<file path="src/rtl/aes_ctr_scheduler.sv">
// CTR-mode sequencer for the iterative AES-256 core: issues counter blocks,
// buffers returned keystream and XORs it onto the host data stream.
module aes_ctr_scheduler #(
    parameter int unsigned KS_DEPTH = 2
) (
    input  logic         clk,
    input  logic         rst,
    input  logic [95:0]  cfg_nonce,
    input  logic [31:0]  cfg_ctr_init,
    input  logic         cfg_load,
    input  logic         cfg_resume,
    input  logic         key_ready,
    input  logic         core_ready,
    output logic         core_start,
    output logic [127:0] core_block,
    input  logic         core_done,
    input  logic [127:0] core_keystream,
    input  logic         in_valid,
    output logic         in_ready,
    input  logic [127:0] in_data,
    input  logic         in_last,
    output logic         out_valid,
    input  logic         out_ready,
    output logic [127:0] out_data,
    output logic         out_last,
    output logic         busy,
    output logic         err_wrap
);
    localparam int unsigned MAX_DEPTH = 4;
    localparam int unsigned PTR_W     = 2;
    localparam int unsigned CNT_W     = 3;
    localparam logic [PTR_W-1:0] LAST_PTR = PTR_W'(KS_DEPTH - 1);
    localparam logic [CNT_W-1:0] DEPTH_C  = CNT_W'(KS_DEPTH);

    typedef enum logic [1:0] {IDLE, RUN, DRAIN} state_t;

    state_t            state_q, state_d;
    logic [95:0]       nonce_q;
    logic [31:0]       issue_ctr, consume_ctr;
    logic              inflight;
    logic [127:0]      ks_mem [MAX_DEPTH];
    logic [PTR_W-1:0]  wr_ptr, rd_ptr;
    logic [CNT_W-1:0]  ks_count;
    logic              issue, accept, push, load, flush;

    function automatic logic [PTR_W-1:0] ptr_inc(input logic [PTR_W-1:0] p);
        return (p == LAST_PTR) ? '0 : p + PTR_W'(1);
    endfunction

    assign busy       = (state_q != IDLE);
    assign core_start = issue;
    assign core_block = {nonce_q, issue_ctr};

    // Next state plus the per-cycle issue/accept/push/flush decisions
    always_comb begin
        state_d  = state_q;
        in_ready = 1'b0;
        accept   = 1'b0;
        issue    = 1'b0;
        push     = 1'b0;
        load     = 1'b0;
        flush    = 1'b0;
        case (state_q)
            IDLE: begin
                if (cfg_load) begin
                    load    = 1'b1;
                    state_d = RUN;
                end else if (cfg_resume) begin
                    state_d = RUN;
                end
            end
            RUN: begin
                in_ready = (ks_count != '0) && (!out_valid || out_ready);
                accept   = in_valid && in_ready;
                push     = core_done && inflight;
                issue    = key_ready && core_ready && !inflight && !err_wrap &&
                           ((ks_count + CNT_W'(inflight)) < DEPTH_C) &&
                           !(accept && in_last);
                if (accept && in_last) state_d = DRAIN;
            end
            DRAIN: begin
                if (!inflight) begin
                    flush   = 1'b1;
                    state_d = IDLE;
                end
            end
            default: state_d = IDLE;
        endcase
    end

    always_ff @(posedge clk or posedge rst) begin
        if (rst) state_q <= IDLE;
        else     state_q <= state_d;
    end

    // Counters, in-flight tracking, keystream FIFO pointers and output register
    always_ff @(posedge clk or posedge rst) begin
        if (rst) begin
            nonce_q     <= '0;
            issue_ctr   <= '0;
            consume_ctr <= '0;
            err_wrap    <= 1'b0;
            inflight    <= 1'b0;
            wr_ptr      <= '0;
            rd_ptr      <= '0;
            ks_count    <= '0;
            out_valid   <= 1'b0;
            out_data    <= '0;
            out_last    <= 1'b0;
        end else begin
            if (load) begin
                nonce_q     <= cfg_nonce;
                issue_ctr   <= cfg_ctr_init;
                consume_ctr <= cfg_ctr_init;
                err_wrap    <= 1'b0;
            end
            if (issue) begin
                issue_ctr <= issue_ctr + 32'd1;
                if (issue_ctr == 32'hFFFF_FFFF) err_wrap <= 1'b1;
            end
            if (accept) consume_ctr <= consume_ctr + 32'd1;
            // Rewind so a later resume starts at the first unused counter
            if (flush)  issue_ctr <= consume_ctr;

            if (issue)          inflight <= 1'b1;
            else if (core_done) inflight <= 1'b0;

            if (flush) begin
                wr_ptr   <= '0;
                rd_ptr   <= '0;
                ks_count <= '0;
            end else begin
                if (push)   wr_ptr <= ptr_inc(wr_ptr);
                if (accept) rd_ptr <= ptr_inc(rd_ptr);
                case ({push, accept})
                    2'b10:   ks_count <= ks_count + CNT_W'(1);
                    2'b01:   ks_count <= ks_count - CNT_W'(1);
                    default: ks_count <= ks_count;
                endcase
            end

            if (accept) begin
                out_valid <= 1'b1;
                out_data  <= in_data ^ ks_mem[rd_ptr];
                out_last  <= in_last;
            end else if (out_ready) begin
                out_valid <= 1'b0;
            end
        end
    end

    always_ff @(posedge clk) begin
        if (push) ks_mem[wr_ptr] <= core_keystream;
    end

endmodule

</file>
<file path="config.mk">
export PLATFORM = sky130hd
export DESIGN_NAME = aes_ctr_scheduler
export DESIGN_NICKNAME = d
export VERILOG_FILES = /design/src/rtl/aes_ctr_scheduler.sv
export SDC_FILE = /design/constraint.sdc
export NUM_CORES = 1
export LEC_CHECK = 0
export CORE_AREA = 2 2 252 254
export DETAILED_ROUTE_END_ITERATION = 10
export DIE_AREA = 0 0 254 256
export GPL_ROUTABILITY_DRIVEN = 0
export GPL_TIMING_DRIVEN = 0
export PLACE_DENSITY_LB_ADDON = 0.25
export SLEW_MARGIN = 20
export SYNTH_ARGS = -nofsm -noshare
export SYNTH_HDL_FRONTEND = slang
export SYNTH_SLANG_ARGS = --single-unit
</file>
<file path="constraint.sdc">
create_clock -name clk -period 13.3 [get_ports clk]
set_clock_uncertainty 0.15 [all_clocks]
set_input_delay 2.66 -clock clk [delete_from_list [all_inputs] [get_ports clk]]
set_output_delay 2.66 -clock clk [all_outputs]
set_load 0.05 [all_outputs]
</file>
==> metrics.yaml <==
detail-route-antenna-nets: 0
clock_power_share: 0.244
synth_cells: 2150
root_buffer: "clkbuf_16"
wl_um: 92300
worst_slew_pin_slew_ps: 927
power_switching_mw: 3.86
p_comb_frac: 0.399
relSlewSlack: 0.382
layout-drive-gt1-share: 0.121
worstPathCellList: "clkdlybuf4s50_1, nor4b_1, nand4_1, or2_1, buf_6, inv_2, buf_6, buf_4, clkdlybuf4s50_1"
syn_area_per_cell_sq_um: 15.0
p_int_mw: 5.96
worst_ep_arrival_time_ps: 5610
dp_cells: 3704
setup.worst_path.class: "in -> out"
wl_met1_um: 32900
synth_ff_type: "edfxtp_1"
yosysWarnings: 0
crit_path_max_incr_delay_ps: 850
grt.overflow.total: 0
peakVddDrop_mv: 0.145
grt_pass1_wl_um: 137000
r2r_start: "ks_count[0]$_DFFE_PP0P_"
ys_ff_latch: 813
post_drt_wl_per_cell_um: 23.8
post-place-ws_ps: 4950
max_cap_viol_count: 0
synthesis.nets: 2548
hold_path_class: "reg -> reg"
rsz0062_at_grt: "false"
cp_slowest_cell: "clkdlybuf4s50_1"
firstDrtPassIters: 6
postCtsSetupRepairBufs: 0
grt_max_degree: 105
num_vias: 21741
cts_resized: 0
die_height_um: 256
cts.sinks: 813
cts_buffers: 83
p_sw_frac: 0.393
power.density_mw_per_mm2: 226
dp_hpwl_um: 67200
wl_met3_um: 8680
cp_max_fo: 10
rows: 92
layout_setup_ws_ps: 4880
synth-edff-count: 512
max_freq_mhz: 119
tns_ps: 0
leakage_nw: 16.0
antenna_found_initial: 32
setup_viol: 0
drc_errors: 0
clkLatencyLatePin_ps: 630
critPathLaunchType: "input port"
detail_route.vias_per_cell: 5.61
clkSlewWorstSetupHoldPaths_ps: 60
syn_to_final_growth_pct: 34.8
hold_viol_final: 0
cp.required_ps: 10490
pin_count: 656
seq_power_share: 0.358
port_buffers: 655
period_share: 0.633
wl_met2_um: 46800
dr.max_layer_used: "met5"
status: "completed"
final_cells: 3876
cts_tree: "done"
startpoint: "core_ready"
initial_utilization: 0.516
drv_slew: 0
htreeDepth: 3
gr-usage-all-layers: 0.284
seq_area_frac_synth: 0.711
post-route-min-period_ps: 8420
grt_pass1_vias: 22530
nets: 3341
drt_iter0_markers: 2026
hold_start: "nonce_q[63]$_DFFE_PP0P_"
die-area_sq_mm: 0.0650
synth.distinct_cells: 62
core-area_sq_mm: 0.0624
synthesis.area_sq_mm: 0.0322
hold_buffers: 0
end_kind: "primary output"
die_x_um: 254
power_mw: 9.82
clk_path_buf_depth: 3
synthArstFlopShare: 0.370
cell type report:
type	count	area (sq um)
clock buffer	107	2290
buffer	112	493
inverter	11	48.8
tap	846	1060
multi-input combinational	1214	8800
clock inverter	48	558
timing repair buffer	708	7240
antenna	17	42.5
sequential	813	22900
fill	4223	19000
critical path: cells and delay by family:
kind                   cells  cell delay [ps]
buffers and inverters      6             1940
AND/OR/NAND/NOR            3             1000
cell usage in the layout (no fill, tap or decap), types with 15 or more instances in the layout:
cell type / instances
dfrtp_1: 301
nand2_1: 475
diode_2: 17
edfxtp_1: 512
nor3_1: 24
xnor2_1: 134
buf_6: 20
clkbuf_16: 83
clkbuf_1: 81
nand3_1: 26
clkinv_2: 15
o21ai_0: 153
a211oi_1: 17
nand4_1: 15
a21oi_1: 21
nor2_1: 44
and3_1: 21
buf_4: 27
buf_2: 24
mux4_2: 128
clkdlybuf4s50_1: 655
kinds of logic (layout without fill, tap and decap cells):
group,after synthesis,count (layout),share of synthesized area
flip-flops,813,813,0.711
AND/OR/NAND/NOR,655,655,0.0872
AO/OA/AOI/OAI,280,280,0.0538
XOR/XNOR,144,144,0.0392
multiplexers,131,131,0.0904
buffers and inverters,123,986,0.0165
adder cells (fa/ha/maj),4,4,0.00179
other,0,17,0
flip-flops by register name (all words and copies together) (netlist names):
| name | cells |
|---|---|
| inflight | 1 |
| state_q | 2 |
| out_data | 128 |
| ks_count | 3 |
| out_last | 1 |
| consume_ctr | 32 |
| wr_ptr | 2 |
| issue_ctr | 32 |
| out_valid | 1 |
| err_wrap | 1 |
| ks_mem | 512 |
| nonce_q | 96 |
| rd_ptr | 2 |
synthesized netlist by cell type, drive strengths merged, types with 15 or more instances:
library cell,count,share of area
nor3,25,0.0039
dfrtp,301,0.23
a21oi,21,0.0033
mux4,128,0.089
clkbuf,70,0.0082
a211oi,17,0.0040
nand3,26,0.0040
nand2,475,0.055
xnor2,134,0.036
o21ai,153,0.024
nand4,15,0.0029
and3,22,0.0043
edfxtp,512,0.48
buf,42,0.0071
nor2,45,0.0052
per-layer routing:
metal | global-route usage | up-vias
li1 | - | 9569
met1 | 0.333 | 10871
met2 | 0.484 | 1036
met3 | 0.0801 | 233
met4 | 0.129 | 32
met5 | 0 | -
per-stage QoR:
stage / hold slack [ps] / util / instance area [sq um]
finish: 325 / 0.696 / 43400
global route: 344 / 0.696 / 43400
CTS: 327 / 0.696 / 43400
detailed placement: 312 / 0.650 / 40500
global placement: 310 / 0.638 / 39800
floorplan: 313 / - / 32200
power by group through the flow:
stage | Sequential [mW] | Clock [mW] | Combinational (mW)
after floorplan | 4.77 | 0 | 1.24
after global placement | 3.53 | 0 | 3.83
after detailed placement | 3.54 | 0 | 3.92
after CTS | 3.50 | 2.43 | 3.94
after global routing | 3.56 | 2.53 | 4.14
final | 3.51 | 2.39 | 3.91
worst paths after layout:
check / endpoint / slack [ps] / cells after the start
setup / recovery: core_start / 4880 / 9
hold / removal: nonce_q[63]$_DFFE_PP0P_ / 330 / 2
setup reg to reg: ks_count[2]$_DFFE_PP0P_ / 9260 / 10
hold reg to reg: nonce_q[63]$_DFFE_PP0P_ / 330 / 2
max in group asynchronous: out_data[12]$_DFFE_PP0N_ / 9530 / 4
min in group asynchronous: out_data[53]$_DFFE_PP0N_ / 2200 / 2
Note: power is estimated with default switching activity, not from simulation.
==> edit 1, RTL diff (same flow settings) <==
Encoding of `state_t`: now one-hot (3 bits for 3 states).
--- a/src/rtl/aes_ctr_scheduler.sv
+++ b/src/rtl/aes_ctr_scheduler.sv
@@ -32,7 +32,7 @@
     localparam logic [PTR_W-1:0] LAST_PTR = PTR_W'(KS_DEPTH - 1);
     localparam logic [CNT_W-1:0] DEPTH_C  = CNT_W'(KS_DEPTH);
 
-    typedef enum logic [1:0] {IDLE, RUN, DRAIN} state_t;
+    typedef enum logic [2:0] {IDLE = 3'b001, RUN = 3'b010, DRAIN = 3'b100} state_t;
 
     state_t            state_q, state_d;
     logic [95:0]       nonce_q;
Check against the original RTL: same outputs for any inputs over 4 cycles, from zero or initial values and one cycle with rst high; so few cycles prove little.
==> edit 1 against the original RTL <==
  * Area after synthesis rose by 0.54%
  * Sequential cell count rose by 1
  * Final cell count barely moved
  * Setup slack improved by 420 ps
  * Wire length fell by 1.4%
  * Power fell by 1.7%
  * Count of clock-buffer cells in the layout rose by 4
  * Final area fell by 0.60%
  * Highest routed layer unchanged
==> edit 1: results (changes against the original RTL) <==
arrival_ps: 5190  # -420 ps
clock_path_buffers: 3  # unchanged
fillers: 4234  # +0.26%
critPathMaxStageDelay_ps: 850  # about the same
drt-total-wl_mm: 91.0  # -1.4%
dp_cells: 3717  # +0.35%
drc_errors: 0  # unchanged
synth_fp_nets: 2581  # +1.3%
synth.distinct_cells: 74  # +19%
drive_above_1_share_pct: 11.1  # -0.95 points
yosysSeqAreaShare_pct: 70.8  # -0.30 points
grtUsageTotal_pct: 28.0  # -0.40 points
yosysWarningCount: 0  # unchanged
grt_pass1_wl_mm: 136  # -1.2%
status: "complete, no violations"
syn_inst: 2183  # +1.5%
reg.largest.list: "ks_mem: 512 flops, out_data: 128 flops, nonce_q: 96 flops"
routed_via_density: 5.58  # -0.60%
peakVddDrop_mv: 0.163  # +13%
place_area_um2: 40600  # +0.14%
cts_resized: 0  # unchanged
drtIter0Drc: 2108  # +4.0%
yosys-top-cells-area: "edfxtp_1, dfrtp_1, mux4_2"
io_buffers: 655  # unchanged
numCtsBuffers: 82  # -1.2%
path_delay_family: "buffers and inverters"
grt_antenna_before_repair: 24  # -25%
nNetsFinal: 3353  # +0.36%
worstPathMaxFanout: 10  # unchanged
synthFlopType: "edfxtp_1"
hp-class: "register to register"
cts-htree-levels: 3  # unchanged
routedWlPerCell_um: 23.5  # -1.5%
grt_max_degree: 85  # -19%
synthTopCellsByCount: "edfxtp_1, nand2_1, dfrtp_1"
synth-edff-count: 512  # unchanged
crit_path_top_delay_cell: "clkdlybuf4s50_1"
largest_reg_flops: 512  # unchanged
post_cts_buffers: 0  # unchanged
first_pass_iters: 9  # +3
cts-root-buf: "clkbuf_16"
dp_hpwl_mm: 65.7  # -2.2%
insertion_delay_ps: 620
grt_pass1_vias: 22300  # -0.91%
relSlewSlack_pct: 31.2  # -7.0 points
clkTransAtPathRegs_ps: 60  # about the same
place_ws_ps: 5340  # +393 ps
async_reset_ff_share_pct: 37.1  # +0.077 points
p_leak_uw: 0.0159  # -0.79%
==> edit 1: layer usage <==
| metal | global-route usage [%] | up-vias | share of wire (%) |
|---|---|---|---|
| met2 | 47.7 | 1037 | 51 |
| li1 | - | 9615 | - |
| met4 | 10.5 | 24 | 3.5 |
| met3 | 7.67 | 222 | 9.2 |
| met5 | 0 | - | 0.17 |
| met1 | 34.1 | 10700 | 36 |
==> edit 1: metrics by stage <==
stage	setup TNS (ps)	utilization, %
detailed placement	0	65.1
floorplan	0	-
global placement	-985150	64.1
global route	0	69.2
finish	0	69.2
CTS	0	69.1
==> edit 1: worst reg2reg max path, stage by stage (launching register included) <==
cell and delay [ps]:
dfrtp_1 420, or3_1 460, nand4_1 510, buf_8 230, buf_4 280, buf_2 300
buf_2 360, buf_2 350, a21oi_1 90, fa_1 410, or3b_2 480, a21oi_1 180
xnor2_1 150, nor2_1 60
==> edit 1: final timing paths <==
kind	startpoint	end	cells after the start	slack, ps
worst max register to register	ks_count[0]	ks_count[2]	13	8720
max in group asynchronous	rst	state_q[0]	4	9390
worst max-delay path	core_ready	core_start	8	5300
worst min register to register	nonce_q[76]	nonce_q[76]	2	320
worst min-delay path	nonce_q[76]	nonce_q[76]	2	320
min in group asynchronous	rst	nonce_q[21]	2	2350
==> edit 1: cell type report <==
cell class	instances	area, um^2	share of cell area [%]
diodes	14	35.0	0.0811
plain buffers	112	489	1.13
clock buffers	111	2270	5.27
clock inverters	37	260	0.603
inverters	14	60.1	0.139
multi-input cells	1243	8940	20.7
flip-flops and latches	814	22900	53.1
well taps	846	1060	2.45
repair buffers	688	7120	16.5
==> edit 1: power breakdown <==
group | switching (uW) | internal (uW)
Clock | 936 | 1250
Sequential | 339 | 3120
Combinational | 2530 | 1470
==> edit 1: logic make-up (layout without fill, tap and decap cells) <==
family          Yosys count  after routing  share of synthesized area [%]
compound gates          283            283                           5.23
xor+xnor                145            145                           3.92
simple gates            679            679                           9.16
other cells               0             14                              0
flops                   814            814                           70.8
mux                     132            132                           9.03
buf+inv                 126            962                           1.67
fa+ha+maj                 4              4                          0.178
==> edit 2, RTL diff (same flow settings) <==
Made on the original files. Change the localparam `PTR_W` from 2 to 1.
--- a/src/rtl/aes_ctr_scheduler.sv
+++ b/src/rtl/aes_ctr_scheduler.sv
@@ -27,7 +27,7 @@
     output logic         err_wrap
 );
     localparam int unsigned MAX_DEPTH = 4;
-    localparam int unsigned PTR_W     = 2;
+    localparam int unsigned PTR_W     = 1;
     localparam int unsigned CNT_W     = 3;
     localparam logic [PTR_W-1:0] LAST_PTR = PTR_W'(KS_DEPTH - 1);
     localparam logic [CNT_W-1:0] DEPTH_C  = CNT_W'(KS_DEPTH);
Function: no difference found for any inputs over 4 cycles, from zero or initial values and one cycle with rst high; that may be too few to reach the edited logic, so the function may still have changed.
==> edit 2 against the original RTL <==
  * Register-to-register slack better by 80 ps
  * Core utilization decreased by 17 points
  * Sequential share of layout area decreased by 6.5 points
  * Wire length decreased by 19%
  * Setup slack better by 290 ps
  * Area after synthesis decreased by 29%
  * Final cell count down 9.1%
  * Sequential cell count shrank 258
  * Via count is 20% lower
  * Global-route usage shrank 5.8 points
  * Final area decreased by 24%
  * Power is 18% lower
  * Critical path type unchanged
  * Critical endpoint unchanged
  * Highest routed layer unchanged
==> edit 2: results (changes against the original RTL) <==
seq_share_pct: 46.2  # -6.5 points
dp_cells: 3402  # -8.2%
inv_count: 13  # +2
status: "complete, no violations"
yosys-top-cells-area: "edfxtp_1, dfrtp_1, nand2_1"
first_pass_iters: 5  # -1
fin_cells: 3524  # -9.1%
nNetsFinal: 3017  # -9.7%
cts-htree-levels: 2  # -1
grt_pass1_wl_mm: 110  # -20%
period_share_pct: 61.1  # -2.2 points
p_leak_uw: 0.0133  # -17%
nonClockBufferCount: 768  # -6.3%
worstPathMaxFanout: 6  # -4
drtIter0Drc: 1495  # -26%
routedWlPerCell_um: 21.3  # -11%
synth_fa_ha_area_share_pct: 0.252  # +0.074 points
muxShareOfSynthArea_pct: 6.12  # -2.9 points
synth.avg_cell_area_um2: 12.1  # -19%
critPathMaxStageDelay_ps: 970  # +120 ps
dp_hpwl_mm: 56.5  # -16%
drive_above_1_share_pct: 5.55  # -6.5 points
num_vias: 17500  # -20%
synth_fp_nets: 2287  # -10%
syn_inst: 1889  # -12%
grt_max_degree: 91  # -13%
hold_ws_ps: 323  # -2.49 ps
synthFlopType: "dfrtp_1"
seq_cell_count: 555  # -32%
synth-edff-count: 256  # -50%
met3_usage_pct: 8.94  # +0.93 points
grt_use_met1_pct: 25.6  # -7.7 points
yosysSeqAreaShare_pct: 66.5  # -4.6 points
grt_antenna_before_repair: 26  # -19%
synthTopCellsByCount: "nand2_1, dfrtp_1, edfxtp_1"
==> edit 2: worst paths after layout <==
path / endpoint / depth (start not counted) / start
worst max register to register: ks_count[2] / 10 / ks_count[0]
worst max-delay path: core_start / 5 / out_ready
min in group asynchronous: issue_ctr[30] / 2 / rst
max in group asynchronous: out_data[94] / 4 / rst
worst min register to register: nonce_q[71] / 2 / nonce_q[71]
worst min-delay path: nonce_q[71] / 2 / nonce_q[71]
==> edit 2: worst min-delay path, delay by kind of cell, from the launching register on <==
family,cells,cell delay [ps]
AND/OR/NAND/NOR,2,110
flip-flops,1,340
==> edit 2: layer usage <==
metal | vias to the layer above | wire length (um)
li1 | 8086 | -
met1 | 8428 | 27000
met2 | 806 | 37400
met3 | 151 | 8210
met4 | 30 | 2140
met5 | - | 181
==> edit 2: where the power goes <==
part | internal [uW] | leakage, uW | total (uW) | switching, uW
Sequential | 2280 | 0.00599 | 2630 | 358
Combinational | 1240 | 0.00633 | 3710 | 2470
Clock | 1040 | 0.00101 | 1740 | 703
